==> src/rtl/dfi_init_ctrl_pkg.sv <==
// -----------------------------------------------------------------------------
// dfi_init_ctrl_pkg
// TL-UL channel structures shared by dfi_init_ctrl and its environment.
//   tl_h2d_t : A channel request plus D-channel ready (host -> device)
//   tl_d2h_t : D channel response plus A-channel ready (device -> host)
// -----------------------------------------------------------------------------
package dfi_init_ctrl_pkg;

    typedef struct packed {
        logic        a_valid;
        logic [2:0]  a_opcode;
        logic [2:0]  a_param;
        logic [1:0]  a_size;
        logic [7:0]  a_source;
        logic [31:0] a_address;
        logic [3:0]  a_mask;
        logic [31:0] a_data;
        logic        d_ready;
    } tl_h2d_t;

    typedef struct packed {
        logic        d_valid;
        logic [2:0]  d_opcode;
        logic [2:0]  d_param;
        logic [1:0]  d_size;
        logic [7:0]  d_source;
        logic        d_sink;
        logic [31:0] d_data;
        logic        d_error;
        logic        a_ready;
    } tl_d2h_t;

endpackage

==> src/rtl/dfi_init_ctrl.sv <==
// -----------------------------------------------------------------------------
// dfi_init_ctrl
// TL-UL register slave that sequences the DFI init/training handshake with the
// DDR PHY: raises dfi_init_start_o, waits for dfi_init_done_i, enforces a
// programmable timeout and reports status, last latency and a level interrupt.
// Ports:
//   clk_i            system clock
//   rst_ni           synchronous active-low reset
//   tl_i / tl_o      TL-UL device port (one outstanding request)
//   dfi_init_start_o registered start request, high only in WAIT_DONE
//   dfi_init_done_i  training complete level from the PHY
//   intr_o           registered (DONE | TIMEOUT) & IE
// Register map (word offsets from a_address[3:2]):
//   0x0 CTRL    [0] START (W1, reads 0) [1] ABORT (W1, reads 0) [2] AUTO_EN [3] IE
//   0x4 STATUS  RO [0] BUSY [1] DONE [2] TIMEOUT [3] raw done [6:4] state
//   0x8 TIMEOUT RW cycle limit, 0 disables
//   0xC COUNT   RO WAIT_DONE cycles of the last completed training
// -----------------------------------------------------------------------------
module dfi_init_ctrl
    import dfi_init_ctrl_pkg::*;
#(
    parameter logic [31:0] TIMEOUT_CYCLES = 32'd1_000_000,
    parameter logic        AUTO_START     = 1'b1
) (
    input  logic    clk_i,
    input  logic    rst_ni,
    input  tl_h2d_t tl_i,
    output tl_d2h_t tl_o,
    output logic    dfi_init_start_o,
    input  logic    dfi_init_done_i,
    output logic    intr_o
);

    typedef enum logic [2:0] {
        ST_IDLE      = 3'd0,
        ST_WAIT_LOW  = 3'd1,
        ST_WAIT_DONE = 3'd2,
        ST_DONE      = 3'd3,
        ST_TO        = 3'd4
    } state_e;

    localparam logic [2:0] OP_PUT_FULL    = 3'd0;
    localparam logic [2:0] OP_PUT_PARTIAL = 3'd1;
    localparam logic [2:0] OP_GET         = 3'd4;
    localparam logic [2:0] OP_ACK         = 3'd0;
    localparam logic [2:0] OP_ACK_DATA    = 3'd1;

    // Byte-lane merge of a masked write into an existing register value.
    function automatic logic [31:0] merge_bytes(input logic [31:0] old_v,
                                                input logic [31:0] new_v,
                                                input logic [3:0]  mask);
        logic [31:0] res;
        res = old_v;
        for (int b = 0; b < 4; b++) begin
            if (mask[b]) begin
                res[b*8 +: 8] = new_v[b*8 +: 8];
            end else begin
                res[b*8 +: 8] = old_v[b*8 +: 8];
            end
        end
        return res;
    endfunction

    state_e      r_state, w_state_nxt;
    logic        r_first;            // high only in the first cycle after reset
    logic        r_auto_en, r_ie, r_done, r_to, r_start, r_intr;
    logic [31:0] r_timeout, r_count, r_counter;
    logic        w_auto_en_nxt, w_ie_nxt, w_done_nxt, w_to_nxt;
    logic [31:0] w_timeout_nxt, w_count_nxt, w_counter_nxt;

    logic        r_d_valid, r_d_error;
    logic [2:0]  r_d_opcode;
    logic [1:0]  r_d_size;
    logic [7:0]  r_d_source;
    logic [31:0] r_d_data;

    logic        w_a_fire, w_is_get, w_is_put, w_req_err, w_wr;
    logic        w_ctrl_wr, w_start_cmd, w_abort_cmd, w_busy;
    logic [1:0]  w_offset;
    logic [31:0] w_rdata, w_status;
    logic        w_unused;

    assign w_unused    = ^{tl_i.a_param, tl_i.a_address[31:4]};

    assign w_a_fire    = tl_i.a_valid & ~r_d_valid;
    assign w_offset    = tl_i.a_address[3:2];
    assign w_is_get    = (tl_i.a_opcode == OP_GET);
    assign w_is_put    = (tl_i.a_opcode == OP_PUT_FULL) | (tl_i.a_opcode == OP_PUT_PARTIAL);
    // Errors: unknown opcode, sub-word address, or a write to a read-only register.
    assign w_req_err   = (~w_is_get & ~w_is_put)
                       | (tl_i.a_address[1:0] != 2'b00)
                       | (w_is_put & ((w_offset == 2'd1) | (w_offset == 2'd3)));
    assign w_wr        = w_a_fire & w_is_put & ~w_req_err;
    assign w_ctrl_wr   = w_wr & (w_offset == 2'd0) & tl_i.a_mask[0];
    // ABORT takes precedence when both command bits are written together.
    assign w_abort_cmd = w_ctrl_wr & tl_i.a_data[1];
    assign w_start_cmd = w_ctrl_wr & tl_i.a_data[0] & ~tl_i.a_data[1];
    assign w_busy      = (r_state == ST_WAIT_LOW) | (r_state == ST_WAIT_DONE);
    assign w_status    = {25'd0, r_state, dfi_init_done_i, r_to, r_done, w_busy};

    // Register read multiplexer.
    always_comb begin
        w_rdata = 32'd0;
        case (w_offset)
            2'd0:    w_rdata = {28'd0, r_ie, r_auto_en, 2'b00};
            2'd1:    w_rdata = w_status;
            2'd2:    w_rdata = r_timeout;
            2'd3:    w_rdata = r_count;
            default: w_rdata = 32'd0;
        endcase
    end

    // Next-state, register-write and training-sequencer logic.
    always_comb begin
        w_state_nxt   = r_state;
        w_done_nxt    = r_done;
        w_to_nxt      = r_to;
        w_count_nxt   = r_count;
        w_counter_nxt = 32'd0;       // only WAIT_DONE keeps counting
        w_auto_en_nxt = r_auto_en;
        w_ie_nxt      = r_ie;
        w_timeout_nxt = r_timeout;

        if (w_ctrl_wr) begin
            w_auto_en_nxt = tl_i.a_data[2];
            w_ie_nxt      = tl_i.a_data[3];
        end else begin
            w_auto_en_nxt = r_auto_en;
        end

        if (w_wr & (w_offset == 2'd2)) begin
            w_timeout_nxt = merge_bytes(r_timeout, tl_i.a_data, tl_i.a_mask);
        end else begin
            w_timeout_nxt = r_timeout;
        end

        if (w_abort_cmd) begin
            w_state_nxt = ST_IDLE;
            w_done_nxt  = 1'b0;
            w_to_nxt    = 1'b0;
        end else begin
            case (r_state)
                ST_IDLE: begin
                    if ((r_first & r_auto_en) | w_start_cmd) begin
                        w_state_nxt = ST_WAIT_LOW;
                    end else begin
                        w_state_nxt = ST_IDLE;
                    end
                end
                ST_WAIT_LOW: begin
                    // A done level left over from a previous run must drop first.
                    if (!dfi_init_done_i) begin
                        w_state_nxt = ST_WAIT_DONE;
                    end else begin
                        w_state_nxt = ST_WAIT_LOW;
                    end
                end
                ST_WAIT_DONE: begin
                    w_counter_nxt = (r_counter == 32'hFFFF_FFFF) ? r_counter : r_counter + 32'd1;
                    if (dfi_init_done_i) begin
                        w_state_nxt = ST_DONE;
                        w_done_nxt  = 1'b1;
                        w_count_nxt = r_counter;
                    end else if ((r_timeout != 32'd0) && (r_counter == r_timeout - 32'd1)) begin
                        w_state_nxt = ST_TO;
                        w_to_nxt    = 1'b1;
                    end else begin
                        w_state_nxt = ST_WAIT_DONE;
                    end
                end
                ST_DONE, ST_TO: begin
                    if (w_start_cmd) begin
                        w_state_nxt = ST_WAIT_LOW;
                        w_done_nxt  = 1'b0;
                        w_to_nxt    = 1'b0;
                    end else begin
                        w_state_nxt = r_state;
                    end
                end
                default: begin
                    w_state_nxt = ST_IDLE;
                end
            endcase
        end
    end

    // Control/status state, registered start and interrupt outputs.
    always_ff @(posedge clk_i) begin
        if (!rst_ni) begin
            r_state   <= ST_IDLE;
            r_first   <= 1'b1;
            r_auto_en <= AUTO_START;
            r_ie      <= 1'b0;
            r_done    <= 1'b0;
            r_to      <= 1'b0;
            r_timeout <= TIMEOUT_CYCLES;
            r_count   <= 32'd0;
            r_counter <= 32'd0;
            r_start   <= 1'b0;
            r_intr    <= 1'b0;
        end else begin
            r_state   <= w_state_nxt;
            r_first   <= 1'b0;
            r_auto_en <= w_auto_en_nxt;
            r_ie      <= w_ie_nxt;
            r_done    <= w_done_nxt;
            r_to      <= w_to_nxt;
            r_timeout <= w_timeout_nxt;
            r_count   <= w_count_nxt;
            r_counter <= w_counter_nxt;
            // Registered from next state so start is high exactly while in WAIT_DONE.
            r_start   <= (w_state_nxt == ST_WAIT_DONE);
            r_intr    <= w_ie_nxt & (w_done_nxt | w_to_nxt);
        end
    end

    // TL-UL response channel: captured on request acceptance, held until d_ready.
    always_ff @(posedge clk_i) begin
        if (!rst_ni) begin
            r_d_valid  <= 1'b0;
            r_d_error  <= 1'b0;
            r_d_opcode <= 3'd0;
            r_d_size   <= 2'd0;
            r_d_source <= 8'd0;
            r_d_data   <= 32'd0;
        end else if (w_a_fire) begin
            r_d_valid  <= 1'b1;
            r_d_error  <= w_req_err;
            r_d_opcode <= w_is_get ? OP_ACK_DATA : OP_ACK;
            r_d_size   <= tl_i.a_size;
            r_d_source <= tl_i.a_source;
            r_d_data   <= (w_is_get & ~w_req_err) ? w_rdata : 32'd0;
        end else if (tl_i.d_ready) begin
            r_d_valid  <= 1'b0;
        end else begin
            r_d_valid  <= r_d_valid;
        end
    end

    assign tl_o = '{
        d_valid:  r_d_valid,
        d_opcode: r_d_opcode,
        d_param:  3'd0,
        d_size:   r_d_size,
        d_source: r_d_source,
        d_sink:   1'b0,
        d_data:   r_d_data,
        d_error:  r_d_error,
        a_ready:  ~r_d_valid
    };

    assign dfi_init_start_o = r_start;
    assign intr_o           = r_intr;

endmodule

==> config.mk <==
export PLATFORM = sky130hd
export DESIGN_NAME = dfi_init_ctrl
export DESIGN_NICKNAME = d
export VERILOG_FILES = /design/src/rtl/dfi_init_ctrl_pkg.sv /design/src/rtl/dfi_init_ctrl.sv
export SDC_FILE = /design/constraint.sdc
export NUM_CORES = 1
export LEC_CHECK = 0
export ABC_AREA = 1
export CORE_AREA = 5 5 124 126
export CTS_CLUSTER_SIZE = 40
export DETAILED_ROUTE_END_ITERATION = 12
export DIE_AREA = 0 0 129 131
export GPL_TIMING_DRIVEN = 0
export PLACE_DENSITY = 0.84
export SYNTH_ARGS = -nofsm -noshare
export SYNTH_HDL_FRONTEND = slang
export SYNTH_SLANG_ARGS = --single-unit
==> constraint.sdc <==
create_clock -name clk_i -period 5.49 [get_ports clk_i]
set_input_delay 1.098 -clock clk_i [delete_from_list [all_inputs] [get_ports clk_i]]
set_output_delay 1.098 -clock clk_i [all_outputs]
set_load 0.02 [all_outputs]
After elaboration in Yosys (flattened, before gate mapping)
Cells that the tools add are included.
- bits in registers: 153
- output and inout port bits: 54
- logic and storage cells: 100
- add/subtract/negate cells: 2
- equality and inequality tests: 12
- muxes and demuxes: 23
- bitwise operators: 29
- reductions and logical operators: 14
- operators with widths (operator ; number):
    32-bit case mux with 4 select lines ; 1
    32-bit by 1-bit adder with 32-bit output (second input constant) ; 1
    32-bit == test ; 1
    32-bit == test (second input constant) ; 1
    32-bit 2-to-1 mux ; 1
    32-bit nonzero test ; 1
    32-bit by 1-bit subtractor with 32-bit output (second input constant) ; 1
    1-bit AND ; 14
    1-bit 2-to-1 mux ; 13
    3-bit 2-to-1 mux ; 4
    3-bit case mux with 4 select lines ; 1
    3-bit by 2-bit == test with 1-bit output (second input constant) ; 3
    1-bit inverter ; 8
    2-bit AND reduction ; 4
    1-bit OR ; 7
    3-bit by 1-bit == test with 1-bit output (second input constant) ; 2
    3-bit == test (second input constant) ; 2
    3-bit logical NOT ; 2
    2-bit == test (second input constant) ; 2
    1-bit case mux with 2 select lines ; 2
    2-bit nonzero test ; 2
    3-bit AND reduction ; 1
    3-bit OR reduction ; 1
    2-bit by 1-bit == test with 1-bit output (second input constant) ; 1
    other kinds (4) ; 4

Logic depth before layout (Yosys ltp)
- word-level depth: 17
- depth in mapped cells: 18
- gate-level depth less buffers: 18

Worst setup path before layout
Ideal clock, no wire load.
- path type: input-to-reg
- from: input tl_i[83] in the netlist's numbering
- to: register r_count[28]
- data arrival time: 2.398 ns
- slack: 2.971 ns
- cell stages on the path: 12
- path through: inv_1 -> nand2_1 -> nor2_1 -> nor4_2 -> nand2_1 -> nor2_2 -> nand2_2 -> nand2_1 -> inv_2 -> clkbuf_1 -> o21ai_0 -> a21oi_1
- longest elaborated chain between the ends: 13
- elaborated cells on any way between the ends: 18
- those cells by class: 2 x eq/ne; 14 x bitwise; 2 x reduce/logical
- RTL lines (element ; RTL line ; text):
    from (decl) ; dfi_init_ctrl.sv:27 ; input tl_h2d_t tl_i,
    3-bit by 1-bit == test with 1-bit output / 3-bit logical NOT (equally long branches) ; dfi_init_ctrl.sv:88 ; assign w_is_put = (tl_i.a_opcode == OP_PUT_FULL) | (tl_i.a_opcode == OP_PUT_PARTIAL);
    1-bit OR ; dfi_init_ctrl.sv:88 ;
    1-bit inverter ; dfi_init_ctrl.sv:90 ; assign w_req_err = (~w_is_get & ~w_is_put)
    1-bit AND ; dfi_init_ctrl.sv:90 ;
    1-bit OR ; dfi_init_ctrl.sv:91 ; | (tl_i.a_address[1:0] != 2'b00)
    1-bit OR ; dfi_init_ctrl.sv:92 ; | (w_is_put & ((w_offset == 2'd1) | (w_offset == 2'd3)));
    1-bit inverter ; dfi_init_ctrl.sv:93 ; assign w_wr = w_a_fire & w_is_put & ~w_req_err;
    1-bit AND (*) ; dfi_init_ctrl.sv:93 ;
    1-bit AND (*) (2 in series) ; dfi_init_ctrl.sv:94 ; assign w_ctrl_wr = w_wr & (w_offset == 2'd0) & tl_i.a_mask[0];
    1-bit AND (*) ; dfi_init_ctrl.sv:96 ; assign w_abort_cmd = w_ctrl_wr & tl_i.a_data[1];
    1-bit inverter (no source line) (*) ; - ;
    3-bit AND reduction (no source line) (*) ; - ;
    to (signal assigned) ; dfi_init_ctrl.sv:209 ; r_count <= w_count_nxt;
    to (decl) ; dfi_init_ctrl.sv:67 ; logic [31:0] r_timeout, r_count, r_counter;
Every way passes the cells marked *; elsewhere a longest branch is shown, timed or not.
A chain may end at the register's enable or synchronous reset.

Worst setup path in the final report
- from: input tl_i[84] in the netlist's numbering
- to: register r_counter[30]
- longest elaborated chain between the ends: 12
- elaborated cells on any way between the ends: 17
- those cells by class: 2 x eq/ne; 13 x bitwise; 2 x reduce/logical
- RTL lines (element ; RTL line ; text):
    3-bit by 1-bit == test with 1-bit output / 3-bit logical NOT (equally long branches) ; dfi_init_ctrl.sv:88 ;
    1-bit OR ; dfi_init_ctrl.sv:88 ;
    1-bit inverter ; dfi_init_ctrl.sv:90 ;
    1-bit AND ; dfi_init_ctrl.sv:90 ;
    1-bit OR ; dfi_init_ctrl.sv:91 ;
    1-bit OR ; dfi_init_ctrl.sv:92 ;
    1-bit inverter ; dfi_init_ctrl.sv:93 ;
    1-bit AND (*) ; dfi_init_ctrl.sv:93 ;
    1-bit AND (*) (2 in series) ; dfi_init_ctrl.sv:94 ;
    1-bit AND (*) ; dfi_init_ctrl.sv:96 ;
    3-bit OR reduction (no source line) (*) ; - ;
    to (signal assigned) ; dfi_init_ctrl.sv:210 ; r_counter <= w_counter_nxt;
    to (decl) ; dfi_init_ctrl.sv:67 ;
Marks and branches as above.

==> load_flow_metrics.sql <==
INSERT INTO impl_metrics (metric_group, metric, value, unit) VALUES
('timing', 'grt_setup_unrepaired', 'false', ''),
('job', 'maxCapViolCount', '0', ''),
('routing', 'detailroute.via_count', '8330', ''),
('synthesis', 'post_synth_instance_area', '7930', 'um^2'),
('cts', 'cts_buffers', '17', ''),
('global_routing', 'first_pass_grt_wire_length', '38700', 'um'),
('synthesis', 'netlist.area_leader.share', '38.1', '%'),
('cells_and_area', 'n_fill_cell', '1236', ''),
('cts', 'worst_skew_pair.late_latency', '0.43', 'ns'),
('worst_setup_path', 'worst_path_most_repeated_cell', 'sky130_fd_sc_hd__nand2_1', ''),
('routing', 'drt-vias-per-instance', '5.50', ''),
('timing', 'final_hold_viol_count', '0', ''),
('cells_and_area', 'insertedDiodeCount', '0', ''),
('cts', 'path_clk_slew', '0.06', 'ns'),
('cells_and_area', 'layout.core_utilization', '69.2', '%'),
('cells_and_area', 'layout-area-overhead-vs-synth', '23.9', '%'),
('timing', 'post-route-period-util', '58.8', '%'),
('worst_setup_path', 'worstSetupStartpointType', 'input pin', ''),
('synthesis', 'prevailing_post_synth_register_cell', 'sky130_fd_sc_hd__dfxtp_1', ''),
('cells_and_area', 'post_route_cells_drive_above_1_share', '7.96', '%'),
('cts', 'h_tree_depth', '4', ''),
('global_routing', 'global_route.usage.total', '29.1', '%'),
('synthesis', 'synth_enable_flop_cells', '0', ''),
('placement', 'detailedPlacementHpwl', '19300', 'um'),
('synthesis', 'synth_largest_area_cell', 'sky130_fd_sc_hd__dfxtp_1', ''),
('synthesis', 'synth_cell_types', '47', ''),
('run_status', 'outcome', 'finished clean', ''),
('worst_setup_path', 'crit_type', 'input pin to register', ''),
('timing', 'timing_max_transition_violations_final', '0', ''),
('synthesis', 'ys_seq_elements', '151', ''),
('synthesis', 'yosysWarningCount', '0', ''),
('cts', 'cts_setup_buffers', '0', ''),
('pwr', 'p_leak', '3.86', 'nW'),
('worst_hold_path', 'hold_wc_path_type', 'register to register', ''),
('timing', 'hold-worst-slack', '0.462', 'ns'),
('timing', 'setup-tns-final', '0', 'ns'),
('synthesis', 'synth_common_cells', 'sky130_fd_sc_hd__nand2_1, sky130_fd_sc_hd__nor2_1, sky130_fd_sc_hd__dfxtp_1', ''),
('global_routing', 'antenna_found_initial', '1', ''),
('timing', 'final.setup_skew', '0.00724', 'ns'),
('routing', 'wirelength', '24400', 'um'),
('cts', 'cts_root_buf', 'sky130_fd_sc_hd__clkbuf_16', ''),
('timing', 'achievable-frequency', '0.310', 'GHz'),
('timing', 'setup_slack', '2.26', 'ns'),
('floorplan', 'standard_cell_rows', '44', ''),
('placement', 'placed_cells_incl_taps', '1483', ''),
('global_routing', 'grt_pass1_vias', '7787', ''),
('floorplan', 'height_of_the_die', '131', 'um'),
('routing', 'drtAntennaViolNets', '0', ''),
('worst_setup_path', 'critPathMaxFanout', '10', ''),
('cts', 'cts_tree', 'done', ''),
('placement', 'placement.setup.worst_slack', '1.88', 'ns'),
('synthesis', 'most_instantiated_library_cell_after_synthesis', 'sky130_fd_sc_hd__nand2_1', ''),
('floorplan', 'ioPinCount', '143', ''),
('timing', 'fin_crit', '3.23', 'ns'),
('cts', 'cts-hold-fix-buffers', '0', ''),
('routing', 'post-route-drc-count', '0', ''),
('pwr', 'power_per_cell_area', '255', 'nW/um^2'),
('timing', 'max_slew_margin', '49.3', '%'),
('global_routing', 'grt_max_degree', '17', ''),
('synthesis', 'synth.top_cells.by_area', 'sky130_fd_sc_hd__dfxtp_1, sky130_fd_sc_hd__nand2_1, sky130_fd_sc_hd__nor2_1', ''),
('floorplan', 'die_w', '129', 'um'),
('worst_setup_path', 'cp.required', '5.84', 'ns'),
('global_routing', 'overflow', '0', ''),
('synthesis', 'synth_seq_area_share', '38.1', '%'),
('cells_and_area', 'filler_free_cell_count_of_the_finished_design', '1515', ''),
('worst_setup_path', 'timing.critical_path.slowest_stage_cell', 'sky130_fd_sc_hd__nor2_1', ''),
('routing', 'first_pass_iters', '7', ''),
('cts', 'clock-sinks', '151', ''),
('routing', 'post_drt_wl_per_cell', '16.1', 'um'),
('floorplan', 'initial_core_util', '55.8', '%'),
('cells_and_area', 'design.final.nets', '1409', '');
critical path, delay by kind of cell:
kind	cells	cell delay, ns
AOI/OAI and AO/OA	2	0.39
and+or+nand+nor	6	1.07
buffers and inverters	4	1.01
worst paths after layout:
path	from	to	slack (ns)	depth (start not counted)
max	tl_i[84]	r_counter[30]$_SDFFE_PP0P_	2.26	12
min	r_d_data[16]$_SDFFE_PN0P_	r_d_data[16]$_SDFFE_PN0P_	0.46	2
max reg2reg	r_d_valid$_SDFFE_PN0P_	r_counter[30]$_SDFFE_PP0P_	3.00	11
min reg2reg	r_d_data[16]$_SDFFE_PN0P_	r_d_data[16]$_SDFFE_PN0P_	0.46	2
final cells by class:
class | instances | area, um^2 | area share, %
Buffer | 50 | 234 | 2.38
Inverter | 124 | 465 | 4.74
Timing Repair Buffer | 105 | 1050 | 10.7
Tap cell | 184 | 230 | 2.34
Sequential cell | 151 | 3020 | 30.8
Clock inverter | 13 | 145 | 1.48
Clock buffer | 19 | 453 | 4.61
Multi-Input combinational cell | 869 | 4230 | 43.0
flip-flops by register name, summed over array words and instances, names as in the netlist, 2 cells and up:
| signal | count |
|---|---|
| r_state | 3 |
| r_d_data | 32 |
| r_count | 32 |
| r_timeout | 32 |
| r_counter | 32 |
| r_d_source | 8 |
| r_d_size | 2 |
through the flow:
stage | total power [mW] | instance area, um^2
6_report | 2.51 | 9830
5_1_grt | 2.59 | 9830
4_1_cts | 2.51 | 9830
3_5_place_dp | 1.35 | 9230
3_3_place_gp | 1.35 | 9230
2_1_floorplan | 1.26 | 7950
per-layer routing:
metal | up-vias | track usage, % | routed length [um]
li1 | 4102 | - | -
met1 | 3820 | 39.5 | 10700
met2 | 349 | 46.6 | 11000
met3 | 57 | 5.49 | 2100
met4 | 2 | 10.3 | 661
met5 | - | 0 | 18
kinds of logic (layout without fill, tap and decap cells):
logic type,Yosys count,count (layout),share of synthesized area (%)
other,1,6,0.0473
multiplexers,1,1,0.142
AO/OA/AOI/OAI,242,242,16.4
flip-flops,151,151,38.1
adder cells (fa/ha/maj),2,2,0.315
XOR/XNOR,32,32,3.71
AND/OR/NAND/NOR,586,586,32.4
buffers and inverters,174,311,8.82
cell usage in the layout (no fill, tap or decap), types with 14 or more instances in the layout:
master	count
sky130_fd_sc_hd__nand2_1	274
sky130_fd_sc_hd__xor2_1	20
sky130_fd_sc_hd__nand4_1	15
sky130_fd_sc_hd__nor3_1	16
sky130_fd_sc_hd__nor2_1	173
sky130_fd_sc_hd__clkdlybuf4s50_1	105
sky130_fd_sc_hd__clkbuf_1	27
sky130_fd_sc_hd__dfxtp_1	151
sky130_fd_sc_hd__nor2_2	19
sky130_fd_sc_hd__o211ai_1	14
sky130_fd_sc_hd__inv_1	116
sky130_fd_sc_hd__o21ai_0	102
sky130_fd_sc_hd__clkbuf_16	17
sky130_fd_sc_hd__a21oi_1	93
sky130_fd_sc_hd__nand3_1	54
where the power goes:
group | switching, mW | internal [mW] | total, mW
Combinational | 0.115 | 0.0861 | 0.201
Clock | 0.480 | 0.698 | 1.18
Sequential | 0.0146 | 1.12 | 1.13
(Power assumes the default switching activity.)
